==> config.mk <==
export PLATFORM = sky130hd
export DESIGN_NAME = mem_bus_arbiter
export DESIGN_NICKNAME = d
export VERILOG_FILES = /design/src/rtl/mem_bus_arbiter.sv
export SDC_FILE = /design/constraint.sdc
export NUM_CORES = 1
export LEC_CHECK = 0
export CAP_MARGIN = 20
export CORE_MARGIN = 2
export CORE_UTILIZATION = 57
export CTS_CLUSTER_DIAMETER = 200
export DETAILED_ROUTE_END_ITERATION = 10
export PLACE_DENSITY = 0.83
export SETUP_SLACK_MARGIN = 0.3
export SLEW_MARGIN = 25
export SYNTH_ARGS = -nofsm -noshare
export SYNTH_HDL_FRONTEND = slang
export SYNTH_SLANG_ARGS = --single-unit
==> constraint.sdc <==
create_clock -name clk -period 3.8 [get_ports clk]
set_input_delay 0.57 -clock clk [delete_from_list [all_inputs] [get_ports clk]]
set_output_delay 0.57 -clock clk [all_outputs]
set_load 0.05 [all_outputs]
==> src/rtl/mem_bus_arbiter.sv <==
// Central round-robin owner arbiter for the shared memory bus: one-hot registered grant,
// grant timeout, one-cycle bus turnaround. Define MEM_BUS_ARB_WATCHDOG_EN for the ownership watchdog.
module mem_bus_arbiter #(
  parameter int NUM_REQ       = 3,
  parameter int IDXW          = 2,
  parameter int GRANT_TIMEOUT = 4,
  parameter int MAX_HOLD      = 64
) (
  input  logic               clk,
  input  logic               reset,
  input  logic [NUM_REQ-1:0] req,
  input  logic [NUM_REQ-1:0] busy_in,
  output logic [NUM_REQ-1:0] grant,
  output logic               bus_busy,
  output logic [IDXW-1:0]    owner,
  output logic               owner_valid,
  output logic               proto_err,
  output logic               hold_err
);
  localparam logic [1:0] S_IDLE  = 2'd0;
  localparam logic [1:0] S_GRANT = 2'd1;
  localparam logic [1:0] S_OWNED = 2'd2;
  localparam logic [1:0] S_TURN  = 2'd3;
  localparam logic [3:0] TMO_LAST = 4'(GRANT_TIMEOUT - 1);

  logic [1:0]         state;
  logic [IDXW-1:0]    rr, rr_next, pick, sel;
  logic               pick_vld, own_busy, wd_fire;
  logic [3:0]         tmo_cnt;
  logic [NUM_REQ-1:0] foreign;

  if (NUM_REQ < 2 || NUM_REQ > 8 || (2**IDXW) < NUM_REQ || GRANT_TIMEOUT < 1 ||
      GRANT_TIMEOUT > 15 || MAX_HOLD < 1 || MAX_HOLD > 255) begin : g_param_check
    $error("mem_bus_arbiter: parameter out of range");
  end

  assign bus_busy = |busy_in;
  assign own_busy = busy_in[owner];
  assign rr_next  = (owner == IDXW'(NUM_REQ - 1)) ? '0 : owner + 1'b1;

  // Any busy driver that is not the live grantee is a protocol violation.
  for (genvar i = 0; i < NUM_REQ; i++) begin : g_lane
    assign foreign[i] = busy_in[i] & ~(owner_valid & (owner == IDXW'(i)));
  end

  // Walk downward so the requester closest to rr (upward, with wrap) is the last writer.
  always_comb begin
    pick     = '0;
    pick_vld = 1'b0;
    sel      = '0;
    for (int k = NUM_REQ - 1; k >= 0; k--) begin
      sel = IDXW'((int'(rr) + k) % NUM_REQ);
      if (req[sel]) begin
        pick     = sel;
        pick_vld = 1'b1;
      end
    end
  end

`ifdef MEM_BUS_ARB_WATCHDOG_EN
  localparam logic [7:0] HOLD_LAST = 8'(MAX_HOLD - 1);
  logic [7:0] hold_cnt;

  assign wd_fire = (state == S_OWNED) && own_busy && (hold_cnt == HOLD_LAST);

  always_ff @(posedge clk) begin
    if (reset) begin
      hold_cnt <= '0;
      hold_err <= 1'b0;
    end else if (state == S_GRANT) begin
      hold_cnt <= '0;
    end else if (state == S_OWNED) begin
      hold_cnt <= hold_cnt + 8'd1;
      if (wd_fire) hold_err <= 1'b1;
    end
  end
`else
  assign wd_fire  = 1'b0;
  assign hold_err = 1'b0;
`endif

  always_ff @(posedge clk) begin
    if (reset) begin
      state       <= S_IDLE;
      grant       <= '0;
      owner       <= '0;
      owner_valid <= 1'b0;
      rr          <= '0;
      tmo_cnt     <= '0;
      proto_err   <= 1'b0;
    end else begin
      if (|foreign) proto_err <= 1'b1;
      case (state)
        S_IDLE: begin
          if (pick_vld) begin
            grant       <= NUM_REQ'(1) << pick;
            owner       <= pick;
            owner_valid <= 1'b1;
            tmo_cnt     <= '0;
            state       <= S_GRANT;
          end
        end
        S_GRANT: begin
          if (own_busy) begin
            state <= S_OWNED;
          end else if (!req[owner]) begin
            grant       <= '0;
            owner_valid <= 1'b0;
            state       <= S_TURN;
          end else if (tmo_cnt == TMO_LAST) begin
            grant       <= '0;
            owner_valid <= 1'b0;
            proto_err   <= 1'b1;
            rr          <= rr_next;
            state       <= S_TURN;
          end else begin
            tmo_cnt <= tmo_cnt + 4'd1;
          end
        end
        S_OWNED: begin
          if (!own_busy || wd_fire) begin
            grant       <= '0;
            owner_valid <= 1'b0;
            rr          <= rr_next;
            state       <= S_TURN;
          end
        end
        default: state <= S_IDLE;
      endcase
    end
  end
endmodule

; ---- Word-level counts from Yosys, hierarchy flattened
; Cells that the tools add are included.
[word_totals]
ff_bits = 15
inputBits = 8
out_inout_bits = 9
wordCells = 103
[op_classes]
addsub = 4
div = 3
order_cmp = 4
eq_ne = 13
shift = 1
mux = 50
bitwise = 9
reduce_logical = 12
[ops]
columns = op, n
row1 = "modulo 32 x 3 -> 32 bit, second input constant", 2
row2 = "modulo 3 x 3 -> 32 bit, second input constant", 1
row3 = 2-to-1 mux 2 bit, 13
row4 = 2-to-1 mux 1 bit, 18
row5 = 2-to-1 mux 4 bit, 4
row6 = 2-to-1 mux 3 bit, 5
row7 = AND reduction 5 bit, 3
row8 = "< comparator 2 x 3 -> 1 bit, second input constant", 4
row9 = "!= test 2 bit, second input constant", 6
row10 = binary-select mux 1 bit (select 2 bit), 5
row11 = case mux 3 bit (3 select lines), 1
row12 = case mux 4 bit (2 select lines), 1
row13 = bitwise AND 1 bit, 6
row14 = case mux 2 bit (3 select lines), 1
row15 = OR reduction 3 bit, 2
row16 = "adder 4 x 1 -> 4 bit, second input constant", 1
row17 = "equality test 2 x 1 -> 1 bit, second input constant", 2
row18 = "equality test 2 bit, second input constant", 2
row19 = "equality test 4 x 2 -> 1 bit, second input constant", 1
row20 = logical NOT 2 bit, 2
row21 = "!= test 4 bit, second input constant", 1
row22 = case mux 2 bit (2 select lines), 1
row23 = nonzero test 2 bit, 2
row24 = "adder 2 x 1 -> 3 bit, second input constant", 1
row25 = other kinds (9), 11

; ---- Longest topological paths before layout
[depth]
ltp_word = 10
ltp_mapped = 9
depth_no_buf = 7

; ---- Worst setup path after synthesis
; No wires, ideal clock.
[synth_path]
path_type = reg-to-reg
startpoint = register owner[0]
endpoint = register owner_valid
setup_ps = 121
arrival_time_ps = 2190
required_ps = 3679
slack_ps = 1489
path_stages_with_launch = 7
n_path_buf = 1
cell_sequence = dfxtp_1 -> buf_6 -> mux2_4 -> a21oi_4 -> nor2_2 -> a2111oi_4 -> mux2_4
[synth_between]
elab_chain_cells = 5
[synth_rtl]
columns = element, line
row1 = from (decl), 15  ; output logic [IDXW-1:0] owner,
row2 = from (signal assigned), 97  ; owner <= pick;
row3 = binary-select mux 1 bit (select 2 bit), 106  ; end else if (!req[owner]) begin
row4 = 2-to-1 mux 1 bit (implied by the code), 106
row5 = 2-to-1 mux 1 bit, 106
row6 = 2-to-1 mux 1 bit, 104  ; if (own_busy) begin
row7 = case mux 1 bit (3 select lines), 93  ; case (state)
row8 = to (signal assigned), 98  ; owner_valid <= 1'b1;
row9 = to (signal assigned), 108  ; owner_valid <= 1'b0;
row10 = to (signal assigned), 112  ; owner_valid <= 1'b0;
row11 = to (decl), 16  ; output logic owner_valid,
; Parallel ways exist; a longest one is shown, timed or not. The select of a mux whose other input is x is not followed.
; A chain may end at the register's enable or synchronous reset.

; ---- Final worst setup path
[layout_path]
startpoint = input port busy_in[0]
endpoint = output port bus_busy
[layout_between]
elab_chain_cells = 1
[layout_rtl]
columns = element, line
row1 = from (decl), 12  ; input logic [NUM_REQ-1:0] busy_in,
row2 = OR reduction 3 bit, 37  ; assign bus_busy = |busy_in;
row3 = to (decl), 14  ; output logic bus_busy,
; Every way passes these cells.

==> impl_metrics.py <==
metrics = {
    "clock_network": {
        "cts-root-buf": "clkbuf_4",
        "cts_made_buffers": 3,
        "path_clk_slew_ns": 0.10,
        "postCtsSetupRepairBufs": 0,
        "clockBufferDepth": 2,
        "clock_latency_ns": 0.30,
        "cts_resized": 0,
        "cts.htree.levels": 1,
        "cts_tree": "done",
        "cts_hold_buffers": 0,
        "cts_sinks": 15,
    },
    "timing": {
        "rsz0062_at_grt": "no",
        "hold_viol_final": 0,
        "drv_slew": 0,
        "finalCriticalPeriod_ns": 2.730,
        "setup_violations": 0,
        "fin_skew_ns": 0.005887,
        "max_slew.worst_pin.slew_ns": 0.5233,
        "fmax_ghz": 0.3664,
        "fin_tns_setup_ns": 0,
        "relSlewSlack": 0.6464,
        "finalCritPeriodShare": 0.7183,
        "whs_ns": 0.4692,
    },
    "setup_path": {
        "cp-end-kind": "output pin",
        "rr_startpoint": "rr[0]",
        "path_cells": "clkdlybuf4s50_1, or3_1, clkdlybuf4s50_1",
        "reg2reg_to": "owner_valid",
        "worstSetupStartpointType": "primary input",
        "crit_family": "buffers and inverters",
        "slowest_delay_ns": 0.72,
        "startpoint": "busy_in[0]",
        "cp.depth": 3,
        "rr_worst_depth": 7,
        "cp-endpoint": "bus_busy",
        "crit_type": "in2out",
        "critPathBufInv": 2,
        "required_ns": 3.23,
        "slowest_stage": "clkdlybuf4s50_1",
        "worstPathArrival_ns": 2.16,
        "r2r_slack_ns": 1.28,
        "path_max_fanout": 4,
        "crit_path_frequent_cell": "clkdlybuf4s50_1",
    },
    "yosys": {
        "yosys.area_share.xor_xnor": 0,
        "synth_top_family_by_area": "compound AO/OA/AOI/OAI gates",
        "synth.area.top_cells": "dfxtp_1, ha_1, mux2i_1",
        "synth_fa_ha_area_frac": 0.09287,
        "avgSynthCellArea_sq_um": 8.582,
        "synth_nets": 150,
        "synth_edf_count": 0,
        "ys.warnings.count": 0,
        "synth.largest_area_cell": "dfxtp_1",
        "synth_simple_gate_area_frac": 0.2160,
        "synthArstFlopShare": 0,
        "seq_area_frac_synth": 0.2592,
        "synth_top_area_share": 0.2592,
        "synth_top_flop_cell": "dfxtp_1",
        "synth_seq_cells": 15,
        "synth_compound_area_frac": 0.2527,
        "synth.cell_area_sq_um": 1159,
        "synthMuxAreaShare": 0.09611,
        "yosys.cell_types.count": 52,
        "synthCells": 135,
    },
    "global_routing": {
        "grt.met1_usage": 0.2992,
        "grt_pass1_wl_microns": 4319,
        "grtUsageMet2": 0.3694,
        "track_usage": 0.2260,
        "grt.overflow.total": 0,
        "grt_max_degree": 15,
        "grt_util_met3": 0.03374,
        "antenna_found_initial": 0,
        "top_usage_layer": "met2",
        "grt_pass1_vias": 1002,
    },
    "drt": {
        "vias": 1025,
        "drt_iter0_markers": 29,
        "final_antenna_net_count": 0,
        "avgViaCountPerCell": 5.925,
        "wire_per_inst_microns": 14.34,
        "routed_wl_microns": 2480,
        "firstDrtPassIters": 4,
        "drc": 0,
    },
    "finish": {
        "drive_gt1_frac": 0.1027,
        "n_antenna_cell": 0,
        "final_area_sq_um": 1326,
        "fin_nets": 162,
        "layout_common_cells": "dfxtp_1, clkdlybuf4s50_1, inv_1",
        "area_growth_pct": 14.47,
    },
    "run_status": {
        "outcome": "finished clean",
    },
    "die": {
        "row_count": 16,
        "die_h_microns": 49.09,
        "start_util": 0.5966,
        "dieArea_sq_um": 2409,
        "pin_count": 17,
        "core_area_sq_um": 1942,
        "fp.dieW_microns": 49.09,
    },
    "place": {
        "placed_area_sq_um": 1299,
        "dp_hpwl_microns": 1862,
        "gp_congestion": 0.8329,
        "port_buffers": 15,
    },
    "flow_run": {
        "drv_cap": 0,
    },
    "hold_path": {
        "holdCritPathClass": "reg2reg",
    },
    "power_and_ir_drop": {
        "peakVddDrop_v": 0.0003860,
        "powerDensity_nw_per_um2": 627.6,
        "p_leak_nw": 0.4795,
    },
}
-- area by class of cell --
class	instances	area, sq um
inverter	13	48.80
clock buffer	3	22.52
clock inverter	1	5.005
fill	167	615.6
multi-input combinational	99	765.7
sequential	15	300.3
timing repair buffer	15	150.1
tap	27	33.78
-- sequential cells by signal, indices dropped and copies added, names as in the netlist --
| name | flops |
|---|---|
| proto_err | 1 |
| grant | 3 |
| owner | 2 |
| state | 2 |
| tmo_cnt | 4 |
| rr | 2 |
| owner_valid | 1 |
-- layer usage --
metal | up-vias | share of wire | wire length (microns)
li1 | 518 | - | -
met4 | 0 | 0.0097 | 24
met2 | 21 | 0.47 | 1163
met1 | 482 | 0.49 | 1210
met5 | - | 0 | 0
met3 | 4 | 0.033 | 81
-- report_power, final --
| part | leakage [nW] | switching, mW | total, mW | internal, mW |
|---|---|---|---|---|
| clock network | 0.0177 | 0.0609 | 0.100 | 0.0392 |
| logic | 0.339 | 0.296 | 0.514 | 0.218 |
| registers | 0.123 | 0.0291 | 0.218 | 0.189 |
| total | 0.480 | 0.386 | 0.832 | 0.446 |
-- metrics by stage --
step / power [mW] / util / cells / setup slack (ns)
5_1_grt: 0.8903 / 0.6830 / 173 / 1.044
3_3_place_gp: 0.7208 / 0.6688 / 169 / 1.114
6_report: 0.8323 / 0.6830 / 173 / 1.070
4_1_cts: 0.8309 / 0.6830 / 173 / 1.069
2_1_floorplan: 0.6317 / - / 135 / 1.489
3_5_place_dp: 0.7313 / 0.6688 / 169 / 1.048
-- worst min-delay path, delay by kind of cell (launching register included) --
kind	cells	cell delay (ns)
muxes	1	0.05
DFF	1	0.32
and+or+nand+nor	1	0.05
-- cells in the mapped netlist (all sizes together), types with 2 or more instances --
cell,number
dfxtp,15
inv,13
nand2,11
nor2,9
ha,7
mux2i,7
o21ai,6
a21oi,5
buf,4
clkbuf,4
or4,4
and2,3
mux2,3
o31ai,3
or3,3
a2111oi,2
a211oi,2
a31oi,2
maj3,2
nand2b,2
nand3,2
nor2b,2
o32ai,2
-- how the worst min path moves through the flow --
stage	endpoint	slack (ns)	cells after the start	startpoint
after global routing	grant[0]	0.49	2	grant[0]
final	grant[1]	0.47	2	grant[1]
after global placement	grant[0]	0.45	2	grant[0]
after detailed placement	grant[2]	0.45	2	grant[2]
after CTS	grant[1]	0.47	2	grant[1]
after floorplan	tmo_cnt[3]	0.44	1	tmo_cnt[3]
-- cell families (layout without fill, tap and decap cells) --
group           count (synthesis)  in the layout
fa+ha+maj                       9              9
compound gates                 34             34
mux                            10             10
other cells                     1              1
buf+inv                        21             32
simple gates                   45             45
flops                          15             15
Power figures use the tool's default switching activity.
